<file path="src/rtl/button_event_gen_pkg.sv">
// Shared definitions for the button event generator: state encoding,
// default threshold constants and the counter-width helper.
package button_event_gen_pkg;

    // State encoding of the press/hold tracker (2-bit)
    typedef enum logic [1:0] {
        ST_IDLE    = 2'd0,
        ST_PRESSED = 2'd1,
        ST_HELD    = 2'd2
    } btn_state_t;

    // Simulation-friendly defaults
    localparam int LONG_COUNT_SIM   = 20;
    localparam int REPEAT_COUNT_SIM = 8;

    // Silicon values at 50 MHz: 5 s long hold, 0.5 s repeat period
    localparam int LONG_COUNT_SYN   = 250_000_000;
    localparam int REPEAT_COUNT_SYN = 25_000_000;

    // Counter width large enough for the larger of the two terminal counts
    function automatic int cnt_width(input int long_count, input int repeat_count);
        int max_count;
        max_count = (long_count > repeat_count) ? long_count : repeat_count;
        return $clog2(max_count);
    endfunction

endpackage

</file>
<file path="src/rtl/button_event_gen_edge_detect.sv">
// Press-edge detector: keeps the previous button sample and flags the
// released-to-pressed transition (active-low button).
module button_event_gen_edge_detect (
    input  logic clk,
    input  logic reset,
    input  logic btn_n,
    output logic press_edge
);

    logic btn_q_r;

    // Previous sample; reset loads "released" so a button held through reset produces a press
    always_ff @(posedge clk) begin
        if (reset) begin
            btn_q_r <= 1'b1;
        end else begin
            btn_q_r <= btn_n;
        end
    end

    assign press_edge = (~btn_n) & btn_q_r;

endmodule

</file>
<file path="src/rtl/button_event_gen.sv">
// Button event generator: turns a debounced active-low button level into
// one-cycle press / short-release / long-hold events plus a hold level.
// Optional feature macro: BUTTON_REPEAT_EN enables periodic repeat_pulse
// while the button stays in the long-hold state; without it repeat_pulse
// is constant 0 and the hold counter simply saturates.
module button_event_gen
    import button_event_gen_pkg::*;
#(
    parameter int LONG_COUNT   = LONG_COUNT_SIM,
    parameter int REPEAT_COUNT = REPEAT_COUNT_SIM
) (
    input  logic clk,
    input  logic reset,
    input  logic btn_n,
    output logic press_pulse,
    output logic short_pulse,
    output logic long_pulse,
    output logic hold_level,
    output logic repeat_pulse
);

    localparam int CNT_W = cnt_width(LONG_COUNT, REPEAT_COUNT);
    localparam logic [CNT_W-1:0] LONG_LAST = CNT_W'(LONG_COUNT - 1);
    localparam logic [CNT_W-1:0] CNT_ONE   = CNT_W'(1);
    localparam logic [CNT_W-1:0] CNT_ZERO  = CNT_W'(0);
`ifdef BUTTON_REPEAT_EN
    localparam logic [CNT_W-1:0] REPEAT_LAST = CNT_W'(REPEAT_COUNT - 1);
`else
    localparam logic [CNT_W-1:0] CNT_MAX     = {CNT_W{1'b1}};
`endif

    logic             press_edge_s;
    btn_state_t       state_r;
    btn_state_t       state_nxt_s;
    logic [CNT_W-1:0] cnt_r;
    logic [CNT_W-1:0] cnt_nxt_s;
    logic             press_r;
    logic             press_nxt_s;
    logic             short_r;
    logic             short_nxt_s;
    logic             long_r;
    logic             long_nxt_s;
    logic             hold_r;
    logic             hold_nxt_s;
    logic             repeat_r;
    logic             repeat_nxt_s;

    button_event_gen_edge_detect u_edge_detect (
        .clk        (clk),
        .reset      (reset),
        .btn_n      (btn_n),
        .press_edge (press_edge_s)
    );

    // Next-state, counter and event decode; release always wins over a threshold hit
    always_comb begin
        state_nxt_s  = state_r;
        cnt_nxt_s    = cnt_r;
        press_nxt_s  = 1'b0;
        short_nxt_s  = 1'b0;
        long_nxt_s   = 1'b0;
        hold_nxt_s   = 1'b0;
        repeat_nxt_s = 1'b0;

        case (state_r)
            ST_IDLE: begin
                cnt_nxt_s = CNT_ZERO;
                if (press_edge_s) begin
                    state_nxt_s = ST_PRESSED;
                    press_nxt_s = 1'b1;
                end else begin
                    state_nxt_s = ST_IDLE;
                end
            end

            ST_PRESSED: begin
                if (btn_n) begin
                    state_nxt_s = ST_IDLE;
                    cnt_nxt_s   = CNT_ZERO;
                    short_nxt_s = 1'b1;
                end else if (cnt_r == LONG_LAST) begin
                    state_nxt_s = ST_HELD;
                    cnt_nxt_s   = CNT_ZERO;
                    long_nxt_s  = 1'b1;
                    hold_nxt_s  = 1'b1;
                end else begin
                    state_nxt_s = ST_PRESSED;
                    cnt_nxt_s   = cnt_r + CNT_ONE;
                end
            end

            ST_HELD: begin
                if (btn_n) begin
                    state_nxt_s = ST_IDLE;
                    cnt_nxt_s   = CNT_ZERO;
                    hold_nxt_s  = 1'b0;
                end else begin
                    state_nxt_s = ST_HELD;
                    hold_nxt_s  = 1'b1;
`ifdef BUTTON_REPEAT_EN
                    if (cnt_r == REPEAT_LAST) begin
                        cnt_nxt_s    = CNT_ZERO;
                        repeat_nxt_s = 1'b1;
                    end else begin
                        cnt_nxt_s    = cnt_r + CNT_ONE;
                    end
`else
                    if (cnt_r != CNT_MAX) begin
                        cnt_nxt_s = cnt_r + CNT_ONE;
                    end else begin
                        cnt_nxt_s = cnt_r;
                    end
`endif
                end
            end

            default: begin
                state_nxt_s = ST_IDLE;
                cnt_nxt_s   = CNT_ZERO;
            end
        endcase
    end

    // State, counter and registered event outputs; reset forces IDLE with all outputs low
    always_ff @(posedge clk) begin
        if (reset) begin
            state_r  <= ST_IDLE;
            cnt_r    <= CNT_ZERO;
            press_r  <= 1'b0;
            short_r  <= 1'b0;
            long_r   <= 1'b0;
            hold_r   <= 1'b0;
            repeat_r <= 1'b0;
        end else begin
            state_r  <= state_nxt_s;
            cnt_r    <= cnt_nxt_s;
            press_r  <= press_nxt_s;
            short_r  <= short_nxt_s;
            long_r   <= long_nxt_s;
            hold_r   <= hold_nxt_s;
            repeat_r <= repeat_nxt_s;
        end
    end

    assign press_pulse  = press_r;
    assign short_pulse  = short_r;
    assign long_pulse   = long_r;
    assign hold_level   = hold_r;
    assign repeat_pulse = repeat_r;

endmodule
</file>
<file path="config.mk">
export PLATFORM = sky130hd
export DESIGN_NAME = button_event_gen
export DESIGN_NICKNAME = d
export VERILOG_FILES = /design/src/rtl/button_event_gen_pkg.sv /design/src/rtl/button_event_gen_edge_detect.sv /design/src/rtl/button_event_gen.sv
export SDC_FILE = /design/constraint.sdc
export NUM_CORES = 1
export LEC_CHECK = 0
export CORE_UTILIZATION = 30
export DETAILED_ROUTE_END_ITERATION = 16
export PLACE_DENSITY = 0.51
export SLEW_MARGIN = 20
export SYNTH_ARGS = -nofsm -noshare
export SYNTH_HDL_FRONTEND = slang
export SYNTH_SLANG_ARGS = --single-unit
</file>
<file path="constraint.sdc">
create_clock -name clk -period 1.7 [get_ports clk]
set_input_delay 0.255 -clock clk [delete_from_list [all_inputs] [get_ports clk]]
set_output_delay 0.255 -clock clk [all_outputs]
set_load 0.01 [all_outputs]
</file>
==> results.cfg <==
[sta]
fin_skew_ps = 2.70
hold_viol = 0
layout_setup_ws_ps = 28.8
fmax_mhz = 598
drv_slew = 0
finalSetupTns_ps = 0
timing.final.crit_share_pct = 98.3
finalCriticalPeriod_ps = 1670
rsz0062_at_grt = yes
setup-violations-final = 0

[cts]
root_buffer = clkbuf_4
cts_hold_buf = 0
cts_tree = done
clock-sinks = 12
clockBufferDepth = 2
clk_pin_slew_worst_paths_ps = 80
numCtsBuffers = 3
h-tree-depth = 1
clock_latency_ps = 280

[job]
drv_cap = 0

[drt]
wl_mm = 1.09
postRouteAntennaNets = 0
via_count = 445
vias_per_cell = 4.54
drt_iter0_drc = 4
drtPass1Iterations = 4
wl_per_cell_um = 11.1
route.detailed.drc = 0

[worst_setup_path]
max_stage_delay_ps = 510
startpoint_type = register
crit_fanout = 5
critPathSlowestCell = or4_1
end_kind = register
arrival_ps = 1880
path_class = reg -> reg
cp_common_cell = ha_4
worstPathRequired_ps = 1910
path_cells = ha_4 > and3_4 > ha_4 > nand2_4 > nor2_4 > or4_1 > a21oi_1

[die]
num_io_pins = 8
die_area_mm2 = 0.00205
num_rows = 15
die_x_um = 45.3
die_h_um = 45.3
coreArea_mm2 = 0.00175
initial_core_util_pct = 32.3

[global_route]
grt_pass1_vias = 448
globalRouteTotalUtil_pct = 12.0
grt_overflow_total = 0
grt_max_degree = 8
grt_pass1_wl_mm = 1.71
grt_antenna_before_repair = 0

[yosys]
synth.top_cells.by_area = dfxtp_1 43%, ha_1 13%, nand4bb_4 4.9%
synth_nets = 68
synth_top_area_share_pct = 42.7
yosysSeqAreaShare_pct = 42.7
ys_warn_count = 0
syn_area_per_cell_um2 = 9.54
synthDistinctLibCells = 24
ys_ff_latch = 12
synth_area_um2 = 563
yosys.area.top_type = dfxtp_1
synth_cells = 59

[cells_and_area]
layout.cells.non_filler = 98
final_common_cell = dfxtp_1
fill_cells = 167
syn_to_final_growth_pct = 38.0
final_cell_mix = 10 x dfxtp_1, 6 x nand2_1, 6 x clkdlybuf4s50_1, 6 x buf_4, 5 x nor2_1
drive_gt1_share_pct = 28.8
num_antenna_cells = 0
nets = 83
final-seq-area_um2 = 243
multiInputGateArea_um2 = 350

[place]
dp_cells = 94
place_ws_ps = -49.1
portBuffers = 6
dp_hpwl_um = 746
gp_congestion = 0.787

[power_and_ir_drop]
ir_drop_uv = 283
power_density_mw_per_mm2 = 720
power_leakage_nw = 0.295
p_total_mw = 0.560

[run_status]
status = complete, no violations

[worst_hold_path]
hp-class = reg -> reg
-- cell usage after synthesis --
cell / number
nor3_1: 3
a21oi_1: 2
nand2_1: 7
nor4_1: 1
ha_1: 6
buf_4: 1
o21a_1: 1
a211oi_1: 1
or2_2: 1
nand4bb_4: 1
xor2_1: 2
dfxtp_1: 12
clkbuf_1: 1
nor3b_1: 1
and3_2: 1
a21oi_2: 1
nor2_1: 6
conb_1: 1
nand3_1: 1
nand3b_1: 1
or4_1: 2
inv_1: 3
nand2b_1: 1
a22o_1: 2
-- worst paths after layout --
path / cells past startpoint / startpoint / slack (ps) / end
max: 7 / cnt_r[1] / 30 / cnt_r[0]
min: 2 / u_edge_detect.btn_q_r / 460 / press_pulse
max reg2reg: 7 / cnt_r[1] / 30 / cnt_r[0]
min reg2reg: 2 / u_edge_detect.btn_q_r / 460 / press_pulse
-- critical path: cells and delay by family (launching register included) --
family                     cells  cell delay [ps]
DFF                            1              340
AOI/OAI and AO/OA              1              130
and+or+nand+nor                4              800
adders and majority gates      2              320
-- cell type report --
type	count	area share [%]
Inverter	3	1.45
Clock buffer	4	4.67
Multi-Input combinational cell	42	45.1
Timing Repair Buffer	12	13.5
Sequential cell	12	31.2
Tap cell	25	4.03
-- per-stage QoR --
stage	hold slack (ps)	util, %	instance area [um2]
after floorplan	324	-	566
after global placement	445	39.6	691
after detailed placement	449	39.6	691
after CTS	460	43.2	754
after global routing	492	44.5	777
final	456	44.5	777
-- metal layers --
| layer | GRT usage [%] | part of all wire (%) | up-vias |
|---|---|---|---|
| li1 | - | - | 229 |
| met5 | 0 | 0 | - |
| met4 | 10.3 | 4.1 | 0 |
| met3 | 2.40 | 2.7 | 5 |
| met1 | 13.2 | 47 | 200 |
| met2 | 19.7 | 46 | 11 |
-- kinds of logic after synthesis --
logic type	count (synthesis)	share of synthesized area (%)
simple gates	26	27.1
flops	12	42.7
compound gates	7	9.11
fa+ha+maj	6	13.3
buf+inv	5	4.00
xor+xnor	2	3.11
other cells	1	0.666
-- registers in the layout, indices dropped and copies added (netlist names) --
signal and cells:
cnt_r 5, hold_level 1, long_pulse 1, press_pulse 1, short_pulse 1, state_r 2
u_edge_detect.btn_q_r 1
-- where the power goes --
part,total [mW],switching [mW],internal [mW]
Sequential,0.288,0.00212,0.286
Combinational,0.0368,0.0191,0.0177
Clock,0.235,0.105,0.130
-- timing repair --
item,in CTS,in global routing
setup buffers,0,0
resized for setup,7,4
setup endpoints to repair,4,3
pin swaps,3,2
No activity file was read; power rests on OpenSTA's default activity.
